<file path="src/rtl/uart_rx_pkg.sv">
// Shared types and helpers for the configurable UART receiver:
// the receive FSM states, parity selectors and the parity/majority functions.
package uart_rx_pkg;

  typedef enum logic [2:0] {
    ST_IDLE,
    ST_START,
    ST_DATA,
    ST_PARITY,
    ST_STOP,
    ST_STOP2
  } rx_state_t;

  localparam logic PAR_EVEN   = 1'b0;
  localparam logic PAR_ODD    = 1'b1;
  localparam int   MAX_DATA_W = 9;

  // Zero-extension of narrower words leaves the XOR reduction unchanged.
  function automatic logic calc_parity(input logic [MAX_DATA_W-1:0] data,
                                       input logic                  par_typ);
    return (par_typ == PAR_ODD) ? ~^data : ^data;
  endfunction

  function automatic logic maj3(input logic a, input logic b, input logic c);
    return (a & b) | (a & c) | (b & c);
  endfunction

endpackage

</file>
<file path="src/rtl/uart_rx_sampler.sv">
// Input synchroniser, per-bit edge counter and bit sampler for uart_rx_cfg.
// UART_RX_CFG_MAJORITY_EN selects 3-sample majority voting around the sample point.
module uart_rx_sampler
  import uart_rx_pkg::*;
#(
  parameter int PRESCALE_W = 6
) (
  input  logic                  CLK,
  input  logic                  RST,
  input  logic                  RX_IN,
  input  logic                  i_active,
  input  logic [PRESCALE_W-1:0] i_presc,
  output logic                  o_rx_s,
  output logic                  sampled_bit,
  output logic                  bit_done,
  output logic                  sample_valid
);

  logic                  r_sync1;
  logic                  r_rx_s;
  logic [PRESCALE_W-1:0] r_edge_cnt;
  logic [PRESCALE_W-1:0] w_sp;
  logic                  r_s_mid;

  assign w_sp         = i_presc >> 1;
  assign o_rx_s       = r_rx_s;
  assign bit_done     = i_active && (r_edge_cnt == i_presc - PRESCALE_W'(1));
  assign sample_valid = i_active && (r_edge_cnt == w_sp + PRESCALE_W'(1));

  // Line idles high, so the synchroniser resets to 1 to avoid a false start.
  always_ff @(posedge CLK or negedge RST) begin
    if (!RST) begin
      r_sync1 <= 1'b1;
      r_rx_s  <= 1'b1;
    end else begin
      r_sync1 <= RX_IN;
      r_rx_s  <= r_sync1;
    end
  end

  always_ff @(posedge CLK or negedge RST) begin
    if (!RST)
      r_edge_cnt <= '0;
    else if (!i_active || bit_done)
      r_edge_cnt <= '0;
    else
      r_edge_cnt <= r_edge_cnt + PRESCALE_W'(1);
  end

  always_ff @(posedge CLK) begin
    if (r_edge_cnt == w_sp)
      r_s_mid <= r_rx_s;
  end

`ifdef UART_RX_CFG_MAJORITY_EN
  logic r_s_early;

  always_ff @(posedge CLK) begin
    if (r_edge_cnt == w_sp - PRESCALE_W'(1))
      r_s_early <= r_rx_s;
  end

  // Third vote is the live sample at SP+1, the same cycle the decision is taken.
  assign sampled_bit = maj3(r_s_early, r_s_mid, r_rx_s);
`else
  assign sampled_bit = r_s_mid;
`endif

endmodule

</file>
<file path="src/rtl/uart_rx_cfg.sv">
// Configurable UART receiver: data width, parity, 1/2 stop bits, error pulses.
// Build with UART_RX_CFG_MAJORITY_EN for majority-vote bit sampling.
module uart_rx_cfg
  import uart_rx_pkg::*;
#(
  parameter int DATA_WIDTH = 8,
  parameter int PRESCALE_W = 6
) (
  input  logic                  CLK,
  input  logic                  RST,
  input  logic                  RX_IN,
  input  logic [PRESCALE_W-1:0] Prescale,
  input  logic                  PAR_EN,
  input  logic                  PAR_TYP,
  input  logic                  STOP2,
  output logic [DATA_WIDTH-1:0] P_DATA,
  output logic                  data_valid,
  output logic                  parity_error,
  output logic                  framing_error,
  output logic                  rx_busy
);

  rx_state_t             r_state, w_next;
  logic [PRESCALE_W-1:0] r_presc;
  logic                  r_par_en, r_par_typ, r_stop2;
  logic [DATA_WIDTH-1:0] r_shift;
  logic [3:0]            r_bit_cnt;
  logic                  r_par_err, r_stop_err;
  logic                  w_rx_s, w_bit, w_bit_done, w_sample_valid;
  logic                  w_active, w_finish, w_last_data, w_ferr, w_good;

  assign w_active    = (r_state != ST_IDLE);
  assign rx_busy     = w_active;
  assign w_last_data = (r_bit_cnt == 4'(DATA_WIDTH - 1));
  assign w_ferr      = r_stop_err | ~w_bit;
  assign w_good      = ~w_ferr & ~r_par_err;

  uart_rx_sampler #(.PRESCALE_W(PRESCALE_W)) u_sampler (
    .CLK          (CLK),
    .RST          (RST),
    .RX_IN        (RX_IN),
    .i_active     (w_active),
    .i_presc      (r_presc),
    .o_rx_s       (w_rx_s),
    .sampled_bit  (w_bit),
    .bit_done     (w_bit_done),
    .sample_valid (w_sample_valid)
  );

  always_ff @(posedge CLK or negedge RST) begin
    if (!RST) r_state <= ST_IDLE;
    else      r_state <= w_next;
  end

  // Stop states return to IDLE at the decision point so a new start edge
  // in the back half of the stop bit is caught.
  always_comb begin
    w_next   = r_state;
    w_finish = 1'b0;
    case (r_state)
      ST_IDLE:   if (!w_rx_s) w_next = ST_START;
      ST_START:  if (w_sample_valid && w_bit) w_next = ST_IDLE;
                 else if (w_bit_done)         w_next = ST_DATA;
      ST_DATA:   if (w_bit_done && w_last_data) w_next = r_par_en ? ST_PARITY : ST_STOP;
      ST_PARITY: if (w_bit_done) w_next = ST_STOP;
      ST_STOP: begin
        if (r_stop2) begin
          if (w_bit_done) w_next = ST_STOP2;
        end else if (w_sample_valid) begin
          w_next   = ST_IDLE;
          w_finish = 1'b1;
        end
      end
      ST_STOP2: if (w_sample_valid) begin
        w_next   = ST_IDLE;
        w_finish = 1'b1;
      end
      default:   w_next = ST_IDLE;
    endcase
  end

  always_ff @(posedge CLK or negedge RST) begin
    if (!RST) begin
      r_presc       <= '0;
      r_par_en      <= 1'b0;
      r_par_typ     <= 1'b0;
      r_stop2       <= 1'b0;
      r_bit_cnt     <= '0;
      r_par_err     <= 1'b0;
      r_stop_err    <= 1'b0;
      P_DATA        <= '0;
      data_valid    <= 1'b0;
      parity_error  <= 1'b0;
      framing_error <= 1'b0;
    end else begin
      data_valid    <= 1'b0;
      parity_error  <= 1'b0;
      framing_error <= 1'b0;
      if (r_state == ST_IDLE && !w_rx_s) begin
        r_presc   <= Prescale;
        r_par_en  <= PAR_EN;
        r_par_typ <= PAR_TYP;
        r_stop2   <= STOP2;
      end
      if (r_state == ST_START) begin
        r_bit_cnt  <= '0;
        r_par_err  <= 1'b0;
        r_stop_err <= 1'b0;
      end
      if (r_state == ST_DATA && w_bit_done)
        r_bit_cnt <= r_bit_cnt + 4'd1;
      if (r_state == ST_PARITY && w_sample_valid)
        r_par_err <= (w_bit != calc_parity(MAX_DATA_W'(r_shift), r_par_typ));
      if ((r_state == ST_STOP || r_state == ST_STOP2) && w_sample_valid)
        r_stop_err <= w_ferr;
      if (w_finish) begin
        framing_error <= w_ferr;
        parity_error  <= r_par_err;
        data_valid    <= w_good;
        if (w_good) P_DATA <= r_shift;
      end
    end
  end

  always_ff @(posedge CLK) begin
    if (r_state == ST_DATA && w_sample_valid)
      r_shift <= {w_bit, r_shift[DATA_WIDTH-1:1]};
  end

endmodule

</file>
<file path="config.mk">
export PLATFORM = sky130hd
export DESIGN_NAME = uart_rx_cfg
export DESIGN_NICKNAME = d
export VERILOG_FILES = /design/src/rtl/uart_rx_pkg.sv /design/src/rtl/uart_rx_sampler.sv /design/src/rtl/uart_rx_cfg.sv
export SDC_FILE = /design/constraint.sdc
export NUM_CORES = 1
export LEC_CHECK = 0
export ABC_AREA = 1
export BUFFER_PORTS_ARGS = -buffer_cell sky130_fd_sc_hd__buf_2
export CAP_MARGIN = 20
export CORE_AREA = 2 2 77 79
export DETAILED_ROUTE_END_ITERATION = 8
export DIE_AREA = 0 0 79 81
export SYNTH_ARGS = -nofsm -noshare
export SYNTH_HDL_FRONTEND = slang
export SYNTH_SLANG_ARGS = --single-unit
</file>
<file path="constraint.sdc">
create_clock -name CLK -period 2.55 [get_ports CLK]
set_input_delay 0.1275 -clock CLK [delete_from_list [all_inputs] [get_ports CLK]]
set_output_delay 0.1275 -clock CLK [all_outputs]
set_load 0.1 [all_outputs]
</file>
==> impl_metrics.tcl <==
set metrics [dict create \
    status "complete, no violations" \
    wl_mm 4.50 \
    initial_core_util 0.425 \
    h-tree-depth 2 \
    synth-xor-area-share 0.0726 \
    cts_tree "done" \
    cp-start-kind "register" \
    setup_viol 0 \
    core_um2 5680 \
    via_per_inst 4.68 \
    synth_top_family_by_area "simple AND/OR/NAND/NOR gates" \
    ys_seq_area_frac 0.497 \
    vdd_drop_max_uv 524 \
    path_class "reg -> reg" \
    synth_async_sr_flop_share 0.804 \
    end_kind "register" \
    post-route-min-period_ps 2180 \
    r2r_cells 9 \
    gp_congestion 0.807 \
    antenna_found_initial 0 \
    reg2reg_from "r_presc[2]" \
    hold_end "r_stop2" \
    drt_iter0_drc 95 \
    rrSetupSlack_ps 370 \
    syn_inst 277 \
    muxShareOfSynthArea 0.00933 \
    rows 28 \
    dr.pass1.iters 4 \
    synth_top_area_share 0.363 \
    syn_nets 294 \
    ys.flop_type "dfrtp_1" \
    power_leakage_nw 1.37 \
    cts-root-buf "clkbuf_8" \
    p_per_area_nw_per_um2 1080 \
    synth_top_cells_by_area "dfrtp_1, nand2_1, edfxtp_1" \
    area_growth_pct 14.3 \
    finalHoldViolCount 0 \
    fin_crit_sh 0.856 \
    synth_top_cell_by_area "dfrtp_1" \
    syn_area_um2 2410 \
    num_antenna_cells 0 \
    yosys_register_bits 46 \
    synthDistinctLibCells 30 \
    most-common-layout-cells "nand2_1, dfrtp_1, inv_1" \
    synth_edf_count 9 \
    synthSimpleGateAreaFrac 0.283 \
    drive_above_1_share 0.175 \
    crit_arrival_ps 2120 \
    cts_setup_buffers 0 \
    slew_violations 0 \
    crit_fanout 8 \
    maxSlewHeadroom 0.450 \
    tns_ps 0 \
    dp.cells 373 \
    die_area_um2 6400 \
    fp.dieH_um 81 \
    final_common_cell "nand2_1" \
    ant_nets 0 \
    dieWidth_um 79 \
    min-delay-start "STOP2" \
    layout.cells.non_filler 383 \
    clock_sinks 46 \
    num_io_pins 24 \
    grt_pass1_vias 1752 \
    hpwlAfterDp_mm 3.36 \
    overflow 0 \
    clock_skew_ps 2.00 \
    remaining_drc_errors 0 \
    grt_max_degree 38 \
    drt-wirelength-per-cell_um 11.8 \
    hold_depth 2 \
    synth_fa_ha_area_frac 0.0259 \
    cts_buffers 5 \
    hold_path.class "in -> reg" \
    syn_area_per_cell_um2 8.71 \
    grt_first_pass_wirelength_mm 7.76 \
    grtUsageTotal 0.155 \
    clk_latency_ps 300 \
    numPortBuffers 23 \
    final_nets 324 \
    cts_resized 0 \
    synth_compound_gate_area_share 0.0513 \
    max_cap_violations 0 \
    clk_pin_slew_ps 80 \
    cts_buffer_depth 2 \
    rr_endpoint "r_shift[3]" \
    worstMarginPinSlew_ps 825 \
    max_freq_mhz 458 \
    cp.required_ps 2490 \
    ys_warn_count 0 \
    ctsHoldBuffers 2 \
    vias 1794 \
    rsz0062_at_grt "false" \
]
-- logic make-up after synthesis --
family,Yosys count
buffers and inverters,36
and+or+nand+nor,146
AOI/OAI and AO/OA,22
DFF,46
adders and majority gates,5
muxes,2
xor gates and xnor gates,20
-- worst max path at each step --
stage               start    endpoint  slack [ps]
2_1_floorplan  r_state[1]  r_shift[0]         490
3_3_place_gp   r_presc[2]  r_shift[2]         410
3_5_place_dp   r_presc[2]  r_shift[2]         330
4_1_cts        r_presc[2]  r_shift[1]         350
5_1_grt        r_presc[2]  r_shift[3]         210
6_report       r_presc[2]  r_shift[3]         370
-- cell usage after synthesis, types with 2 or more instances --
cell,count
a21oi_1,11
nand3_1,18
mux2_2,2
nand2_1,78
inv_2,4
xor2_1,10
nand2_2,5
xnor2_1,10
nand3_4,2
nor3_1,4
nor3b_1,2
ha_1,5
nor2_1,26
edfxtp_1,9
nor2_4,3
o211ai_1,2
dfrtp_1,35
inv_1,29
dfstp_2,2
nand3_2,4
nand4_1,2
o21ai_0,6
-- layout make-up --
type	count	area [um2]
Inverter	34	133
Clock inverter	3	63.8
Timing Repair Buffer	25	135
Tap cell	75	93.8
Multi-Input combinational cell	195	1070
Clock buffer	5	68.8
Sequential cell	46	1200
Fill cell	572	2920
-- critical path: stages (launching register included) --
cell,delay [ps]
dfrtp_1,460
inv_1,110
ha_1,300
inv_1,70
nand2_1,50
nand2_1,60
nand3_2,80
nor2_4,120
nand3_4,110
nor2_1,460
-- sequential cells by signal, indices dropped and copies added, names as in the netlist, 3 cells and up --
| signal | count |
|---|---|
| P_DATA | 8 |
| r_bit_cnt | 4 |
| r_presc | 6 |
| r_shift | 8 |
| r_state | 3 |
| u_sampler.r_edge_cnt | 6 |
-- layer usage --
layer | vias up | global-route usage | part of all wire
met5 | - | 0 | 0
met4 | 0 | 0.0707 | 0.021
met3 | 9 | 0.0367 | 0.035
met2 | 28 | 0.257 | 0.47
met1 | 817 | 0.193 | 0.48
li1 | 940 | - | -
-- through the flow --
step	instance area (um2)	power, mW	worst slack (ps)	utilization	hold slack [ps]
after CTS	2760	3.01	349	0.486	52.5
after global routing	2760	3.22	213	0.486	48.9
after detailed placement	2610	2.36	329	0.459	235
after floorplan	2410	2.12	493	-	-168
final	2760	2.99	367	0.486	57.3
after global placement	2610	2.35	413	0.459	233
-- power by group --
group,internal (mW),switching [mW],leakage (nW)
combinational,0.404,0.891,0.747
clock,0.388,0.245,0.0658
sequential,0.890,0.169,0.558
total,1.68,1.31,1.37
Power figures use the tool's default switching activity.
